==> config.mk <==
export PLATFORM = sky130hd
export DESIGN_NAME = column_readout_sequencer
export DESIGN_NICKNAME = d
export VERILOG_FILES = /design/src/rtl/column_readout_sequencer.sv
export SDC_FILE = /design/constraint.sdc
export NUM_CORES = 1
export LEC_CHECK = 0
export CORE_MARGIN = 3
export CORE_UTILIZATION = 25
export CTS_CLUSTER_DIAMETER = 100
export DETAILED_ROUTE_END_ITERATION = 8
export RECOVER_POWER = 50
export SYNTH_ARGS = -nofsm -noshare
export SYNTH_HDL_FRONTEND = slang
export SYNTH_SLANG_ARGS = --single-unit
==> constraint.sdc <==
create_clock -name clk -period 6.72 [get_ports clk]
set_clock_uncertainty 0.1 [all_clocks]
set_input_delay 2.016 -clock clk [delete_from_list [all_inputs] [get_ports clk]]
set_output_delay 2.016 -clock clk [all_outputs]
set_load 0.05 [all_outputs]
==> src/rtl/column_readout_sequencer.sv <==
`default_nettype none
// ============================================================================
//  Module   : column_readout_sequencer
//  Purpose  : Walks row address and column-mux select across the pixel array,
//             captures the registered mux output one cycle after each select,
//             and streams pixels with sof/eol/eof tags over valid/ready.
//             Two credits (2-entry FIFO plus one in-flight mux slot) keep the
//             1-cycle mux latency lossless under backpressure.
//  Options  : COLUMN_TEST_PATTERN_EN - adds test_mode input; when set at issue
//             time, the captured pixel is (row*MUX_WIDTH + col) instead of
//             mux_data.
//  Revision : 1.0 - initial release
// ============================================================================
module column_readout_sequencer #(
    parameter int MUX_WIDTH = 8,
    parameter int BUS_WIDTH = 8,
    parameter int NUM_ROWS  = 4,
    localparam int c_row_w  = (NUM_ROWS > 1) ? $clog2(NUM_ROWS) : 1,
    localparam int c_col_w  = $clog2(MUX_WIDTH)
) (
    input  logic                 clk,
    input  logic                 reset,
    input  logic                 start,
`ifdef COLUMN_TEST_PATTERN_EN
    input  logic                 test_mode,
`endif
    output logic                 busy,
    output logic [c_row_w-1:0]   row_addr,
    output logic [c_col_w-1:0]   select,
    input  logic [BUS_WIDTH-1:0] mux_data,
    output logic [BUS_WIDTH-1:0] pix_data,
    output logic                 pix_valid,
    input  logic                 pix_ready,
    output logic                 pix_sof,
    output logic                 pix_eol,
    output logic                 pix_eof,
    output logic                 frame_done
);

    // ------------------------------------------------------------------
    // Constants
    // ------------------------------------------------------------------
    localparam logic [1:0] c_st_idle  = 2'd0;
    localparam logic [1:0] c_st_issue = 2'd1;
    localparam logic [1:0] c_st_drain = 2'd2;
    localparam logic [1:0] c_st_done  = 2'd3;

    localparam logic [c_col_w-1:0] c_col_last = c_col_w'(MUX_WIDTH - 1);
    localparam logic [c_row_w-1:0] c_row_last = c_row_w'(NUM_ROWS - 1);
    localparam logic [c_col_w-1:0] c_col_one  = c_col_w'(1);
    localparam logic [c_row_w-1:0] c_row_one  = c_row_w'(1);

    // ------------------------------------------------------------------
    // Sequencer state
    // ------------------------------------------------------------------
    logic [1:0]         r_state;
    logic               r_busy;
    logic               r_frame_done;
    logic [c_row_w-1:0] r_row;        // position of the next column to issue
    logic [c_col_w-1:0] r_col;
    logic [c_row_w-1:0] r_row_hold;   // last issued position, held on the bus
    logic [c_col_w-1:0] r_col_hold;

    // In-flight slot: the pixel currently sitting in the external mux register
    logic               r_inflight;
    logic               r_inf_sof;
    logic               r_inf_eol;
    logic               r_inf_eof;
`ifdef COLUMN_TEST_PATTERN_EN
    logic               r_inf_tp;
    logic [BUS_WIDTH-1:0] r_inf_pat;
`endif

    // Two-entry output FIFO; tag order is {sof, eol, eof}
    logic [BUS_WIDTH-1:0] r_fifo_data [0:1];
    logic [2:0]           r_fifo_tag  [0:1];
    logic                 r_wr_ptr;
    logic                 r_rd_ptr;
    logic [1:0]           r_count;

    // ------------------------------------------------------------------
    // Combinational control
    // ------------------------------------------------------------------
    logic [2:0]           w_credits_used;
    logic                 w_issue;
    logic                 w_last_col;
    logic                 w_last_issue;
    logic                 w_fifo_empty;
    logic [BUS_WIDTH-1:0] w_capture;
    logic                 w_xfer;
    logic                 w_write;
    logic                 w_read;
    logic [1:0]           w_count_next;

    assign w_credits_used = {1'b0, r_count} + {2'b00, r_inflight};
    assign w_issue        = (r_state == c_st_issue) && (w_credits_used < 3'd2);
    assign w_last_col     = (r_col == c_col_last);
    assign w_last_issue   = w_last_col && (r_row == c_row_last);
    assign w_fifo_empty   = (r_count == 2'd0);

`ifdef COLUMN_TEST_PATTERN_EN
    logic [BUS_WIDTH-1:0] w_pat;
    assign w_pat     = BUS_WIDTH'(int'(r_row) * MUX_WIDTH + int'(r_col));
    assign w_capture = r_inf_tp ? r_inf_pat : mux_data;
`else
    assign w_capture = mux_data;
`endif

    // Output is the FIFO head; when the FIFO is empty the in-flight pixel is
    // presented directly so a stream with no backpressure runs at one pixel
    // per cycle on just two credits.
    assign pix_valid = !w_fifo_empty || r_inflight;
    assign w_xfer    = pix_valid && pix_ready;

    always_comb begin
        pix_data = '0;
        pix_sof  = 1'b0;
        pix_eol  = 1'b0;
        pix_eof  = 1'b0;
        if (!w_fifo_empty) begin
            pix_data = r_fifo_data[r_rd_ptr];
            {pix_sof, pix_eol, pix_eof} = r_fifo_tag[r_rd_ptr];
        end else if (r_inflight) begin
            pix_data = w_capture;
            {pix_sof, pix_eol, pix_eof} = {r_inf_sof, r_inf_eol, r_inf_eof};
        end
    end

    // An in-flight pixel lands in the FIFO unless it is consumed on the bypass
    assign w_write      = r_inflight && !(w_fifo_empty && w_xfer);
    assign w_read       = w_xfer && !w_fifo_empty;
    assign w_count_next = r_count + {1'b0, w_write} - {1'b0, w_read};

    // Select/row follow the issue immediately, otherwise hold the last issue
    assign select   = w_issue ? r_col : r_col_hold;
    assign row_addr = w_issue ? r_row : r_row_hold;

    assign busy       = r_busy;
    assign frame_done = r_frame_done;

    // ------------------------------------------------------------------
    // Frame sequencer: state, position counters and the in-flight slot
    // ------------------------------------------------------------------
    always_ff @(posedge clk) begin
        if (reset) begin
            r_state      <= c_st_idle;
            r_busy       <= 1'b0;
            r_frame_done <= 1'b0;
            r_row        <= '0;
            r_col        <= '0;
            r_row_hold   <= '0;
            r_col_hold   <= '0;
            r_inflight   <= 1'b0;
            r_inf_sof    <= 1'b0;
            r_inf_eol    <= 1'b0;
            r_inf_eof    <= 1'b0;
`ifdef COLUMN_TEST_PATTERN_EN
            r_inf_tp     <= 1'b0;
            r_inf_pat    <= '0;
`endif
        end else begin
            r_frame_done <= 1'b0;
            r_inflight   <= w_issue;

            if (w_issue) begin
                r_row_hold <= r_row;
                r_col_hold <= r_col;
                r_inf_sof  <= (r_row == '0) && (r_col == '0);
                r_inf_eol  <= w_last_col;
                r_inf_eof  <= w_last_issue;
`ifdef COLUMN_TEST_PATTERN_EN
                r_inf_tp   <= test_mode;
                r_inf_pat  <= w_pat;
`endif
            end

            case (r_state)
                c_st_idle: begin
                    if (start) begin
                        r_state <= c_st_issue;
                        r_busy  <= 1'b1;
                        r_row   <= '0;
                        r_col   <= '0;
                    end
                end
                c_st_issue: begin
                    if (w_issue) begin
                        if (w_last_issue) begin
                            r_state <= c_st_drain;
                        end else if (w_last_col) begin
                            r_col <= '0;
                            r_row <= r_row + c_row_one;
                        end else begin
                            r_col <= r_col + c_col_one;
                        end
                    end
                end
                c_st_drain: begin
                    // Nothing issues in drain, so the pipeline is empty once
                    // the FIFO will be empty: any unconsumed in-flight pixel
                    // would be counted in w_count_next.
                    if (w_count_next == 2'd0) begin
                        r_state      <= c_st_done;
                        r_frame_done <= 1'b1;
                    end
                end
                c_st_done: begin
                    r_state <= c_st_idle;
                    r_busy  <= 1'b0;
                end
                default: begin
                    r_state <= c_st_idle;
                end
            endcase
        end
    end

    // ------------------------------------------------------------------
    // Output FIFO storage and pointers
    // ------------------------------------------------------------------
    always_ff @(posedge clk) begin
        if (reset) begin
            r_fifo_data[0] <= '0;
            r_fifo_data[1] <= '0;
            r_fifo_tag[0]  <= '0;
            r_fifo_tag[1]  <= '0;
            r_wr_ptr       <= 1'b0;
            r_rd_ptr       <= 1'b0;
            r_count        <= 2'd0;
        end else begin
            if (w_write) begin
                r_fifo_data[r_wr_ptr] <= w_capture;
                r_fifo_tag[r_wr_ptr]  <= {r_inf_sof, r_inf_eol, r_inf_eof};
                r_wr_ptr              <= ~r_wr_ptr;
            end
            if (w_read) begin
                r_rd_ptr <= ~r_rd_ptr;
            end
            r_count <= w_count_next;
        end
    end

endmodule
`default_nettype wire
==> metrics.log <==
[metrics] layout overhead on the synthesized area: 21.2%
[metrics] final clock period utilization by the worst path: 84.3%
[metrics] Post-Route WL: 4.35 mm
[metrics] FILL cells: 927
[metrics] number of instances in the synthesized netlist: 206
[metrics] largest fanout on the critical path: 3
[metrics] minimum setup slack after placement: 1030 ps
[metrics] transition time at the pin with the least slew margin: 1200 ps
[metrics] via count of the routed design: 1520
[metrics] R2R cell count: 8
[metrics] Slew Limit Headroom: 20.0%
[metrics] largest vdd supply drop: 0.000159 V
[metrics] clock period minus final worst setup slack: 5670 ps
[metrics] CTS tree: yes
[metrics] number of levels in the clock H-tree: 2
[metrics] leakage dissipation: 0.000993 uW
[metrics] min setup slack post-route: 1050 ps
[metrics] cell mode on critical path: sky130_fd_sc_hd__clkdlybuf4s50_1
[metrics] half-perimeter wire length of the detailed placement result: 2.87 mm
[metrics] number of nets in the final layout: 256
[metrics] die outline width: 101 um
[metrics] final weighted congestion in routability-driven placement: 0.741
[metrics] overall track demand over capacity in global routing: 9.09%
[metrics] result of the run: finished clean
[metrics] data arrival at the endpoint of the critical path: 3550 ps
[metrics] path type of the worst min-delay path: register to register
[metrics] root buffer cell: sky130_fd_sc_hd__clkbuf_8
[metrics] number of design rule violations left after detail routing: 0
[metrics] count of cell types in the netlist: 39
[metrics] largest incremental delay on the critical path: 840 ps
[metrics] number of flip-flops and latches in the synthesized netlist: 45
[metrics] first-pass GRT wire length: 7.27 mm
[metrics] top post-synthesis cells by area: sky130_fd_sc_hd__edfxtp_1, sky130_fd_sc_hd__dfxtp_1, sky130_fd_sc_hd__mux2i_1, sky130_fd_sc_hd__and2_1, sky130_fd_sc_hd__ha_1
[metrics] residual overflow from global routing: 0
[metrics] maximum clock insertion buffer count: 2
[metrics] count of cell instances traversed by the critical path: 4
[metrics] Final setup viols: 0
[metrics] Critical Path Start Type: input pin
[metrics] ordered cell list for the critical path: clkdlybuf4s50_1 -> nand3_1 -> o21ai_0 -> clkdlybuf4s50_1
[metrics] total power consumption of the routed design: 1020 uW
[metrics] slowest cell on the critical path: sky130_fd_sc_hd__clkdlybuf4s50_1
[metrics] Antenna Nets Post-Route: 0
[metrics] first-pass iteration count of the detailed router: 4
[metrics] Core Region: 8760 sq um
[metrics] post-synth design cell area: 2260 sq um
[metrics] most used cells in the layout excluding fill and tap cells: sky130_fd_sc_hd__clkdlybuf4s50_1, sky130_fd_sc_hd__dfxtp_1, sky130_fd_sc_hd__edfxtp_1
[metrics] Final Slew Violations: 0
[metrics] number of maximum-capacitance constraint violations: 0
[metrics] synthesis warning total: 0
[metrics] dominant delay contributor by cell family on the critical path: buffers and inverters
[metrics] post-CTS repair timing setup buffer count: 0
[metrics] hold-fix buffer count after cts: 0
[metrics] ant diodes: 0
[metrics] top cell type by total area after synthesis: sky130_fd_sc_hd__edfxtp_1
[metrics] clock latency of the later-clocked register in the worst-skew pair: 300 ps
[metrics] Die Ht: 101 um
[metrics] mean number of vias per cell: 4.44
[metrics] most common library cell in the layout ignoring fill and taps: sky130_fd_sc_hd__clkdlybuf4s50_1
[metrics] Worst Path Buf+Inv: 2
[metrics] initial core utilization: 25.7%
[metrics] endpoint required time on the critical path: 4600 ps
[metrics] clock edge transition at the registers on the reported setup and hold paths: 80 ps
[metrics] final routed wire length divided by cell count: 12.7 um
[metrics] Sink Count: 45
[metrics] flop2flop setup slack: 4110 ps
[metrics] total of buffers placed on input and output ports: 30
[metrics] number of ports placed on the die boundary: 31
[metrics] proportion of netlist area held by the largest area contributor: 29.3%
[metrics] synthesized area per cell: 11.0 sq um
[metrics] worst hold path stage count: 2
[metrics] pin count of the biggest net entering global routing: 29
[metrics] sequential element share of the synthesized area: 49.7%
[metrics] area enclosed by the die boundary: 10200 sq um
[metrics] initial antenna violation count: 0
[metrics] start-to-end type of the worst setup path: input pin to output port
[metrics] setup_tns: 0 ps
[metrics] power density normalized to cell area: 371 nW/um^2
[metrics] share of cells above drive strength 1: 8.97%
[metrics] clock buffers created by TritonCTS: 5
[metrics] row count: 34
[metrics] Initial DRC Count: 49
[metrics] Final Hold Viols: 0
[metrics] unrepaired setup endpoints after global routing: false
[metrics] post-cts gate resize count: 0
[metrics] highest clock frequency the design can meet: 176 MHz
[metrics] capturing element type of the critical path: output port
[metrics] Synthesized Nets: 229
[metrics] vias in the first global route: 1529
==> worst reg2reg max path, stage by stage (launching register included) <==
cell	delay, ps
sky130_fd_sc_hd__dfxtp_1	760
sky130_fd_sc_hd__nand2_1	220
sky130_fd_sc_hd__ha_1	340
sky130_fd_sc_hd__inv_1	40
sky130_fd_sc_hd__ha_1	170
sky130_fd_sc_hd__xnor3_1	230
sky130_fd_sc_hd__nand2b_1	80
sky130_fd_sc_hd__a221o_2	380
sky130_fd_sc_hd__a211oi_2	210
==> metal layers <==
layer,share of wire [%],up-vias,GRT usage [%]
met5,0,-,0
met4,0.30,0,1.53
met3,6.5,2,3.74
met2,45,32,14.8
met1,49,711,11.5
li1,-,775,-
==> cell usage after synthesis <==
| cell type | number |
|---|---|
| sky130_fd_sc_hd__inv_1 | 10 |
| sky130_fd_sc_hd__a221o_2 | 2 |
| sky130_fd_sc_hd__a211oi_2 | 1 |
| sky130_fd_sc_hd__clkbuf_2 | 1 |
| sky130_fd_sc_hd__a21oi_4 | 2 |
| sky130_fd_sc_hd__a21oi_1 | 7 |
| sky130_fd_sc_hd__or3_1 | 2 |
| sky130_fd_sc_hd__dlymetal6s2s_1 | 1 |
| sky130_fd_sc_hd__nand2_1 | 6 |
| sky130_fd_sc_hd__nor2b_1 | 8 |
| sky130_fd_sc_hd__and4b_1 | 1 |
| sky130_fd_sc_hd__mux2_2 | 5 |
| sky130_fd_sc_hd__buf_2 | 2 |
| sky130_fd_sc_hd__nand4b_1 | 1 |
| sky130_fd_sc_hd__xnor3_1 | 1 |
| sky130_fd_sc_hd__dfxtp_1 | 23 |
| sky130_fd_sc_hd__nand2_2 | 1 |
| sky130_fd_sc_hd__and2_1 | 23 |
| sky130_fd_sc_hd__clkbuf_1 | 5 |
| sky130_fd_sc_hd__mux2i_1 | 15 |
| sky130_fd_sc_hd__a31oi_1 | 1 |
| sky130_fd_sc_hd__or3_2 | 1 |
| sky130_fd_sc_hd__nor3b_1 | 1 |
| sky130_fd_sc_hd__a211oi_1 | 1 |
| sky130_fd_sc_hd__o21bai_1 | 1 |
| sky130_fd_sc_hd__or3b_1 | 1 |
| sky130_fd_sc_hd__xnor2_1 | 1 |
| sky130_fd_sc_hd__nand4_1 | 2 |
| sky130_fd_sc_hd__nand2b_1 | 4 |
| sky130_fd_sc_hd__ha_1 | 11 |
| sky130_fd_sc_hd__o21ai_0 | 14 |
| sky130_fd_sc_hd__xor2_1 | 1 |
| sky130_fd_sc_hd__edfxtp_1 | 22 |
| sky130_fd_sc_hd__nor3_1 | 1 |
| sky130_fd_sc_hd__or2_2 | 1 |
| sky130_fd_sc_hd__and4bb_2 | 1 |
| sky130_fd_sc_hd__nor2_1 | 8 |
| sky130_fd_sc_hd__buf_6 | 3 |
| sky130_fd_sc_hd__nand3_1 | 14 |
==> cell type report <==
class	count	area [sq um]	area share [%]
sequential	45	1120	41.0
multi-input combinational	139	1020	37.2
timing repair buffer	32	312	11.4
tap	108	135	4.94
clock buffer	6	72.6	2.65
clock inverter	2	38.8	1.42
inverter	10	37.5	1.37
==> flip-flops by register name (all words and copies together), names as in the netlist, 2 cells and up, named ones only <==
signal and cells:
r_col 3, r_count 2, r_state 2, r_col_hold 3, r_row_hold 2, r_fifo_data 16, r_row 2, r_fifo_tag 6
==> cells by family (layout without fill, tap and decap cells) <==
logic type / Yosys count / in the layout / share of synthesized area (%)
DFF: 45 / 45 / 49.7
and+or+nand+nor: 76 / 76 / 19.5
xor gates and xnor gates: 3 / 3 / 1.77
buffers and inverters: 22 / 50 / 5.21
AOI/OAI and AO/OA: 29 / 29 / 8.60
adders and majority gates: 11 / 11 / 6.10
muxes: 20 / 20 / 9.15
==> per-stage QoR <==
stage                     std cells  hold WS (ps)  utilization, %  area, sq um
after global routing            342           429            31.2         2730
after detailed placement        334           368            30.0         2630
after CTS                       342           378            31.2         2740
after floorplan                 206           349               -         2260
final                           342           377            31.2         2730
after global placement          334           367            30.0         2630
==> worst paths after layout <==
check                                  from     endpoint
worst max-delay path            mux_data[7]  pix_data[7]
worst max register to register   r_inflight   r_state[0]
worst min-delay path              r_inf_sof    r_inf_sof
worst min register to register    r_inf_sof    r_inf_sof
==> power by group <==
part	leakage, uW	internal [uW]	switching [uW]
Combinational	0.000523	167	267
Clock	0.0000554	112	96.5
Sequential	0.000415	326	47.3
Total	0.000993	605	411
No activity file was read; power rests on OpenSTA's default activity.
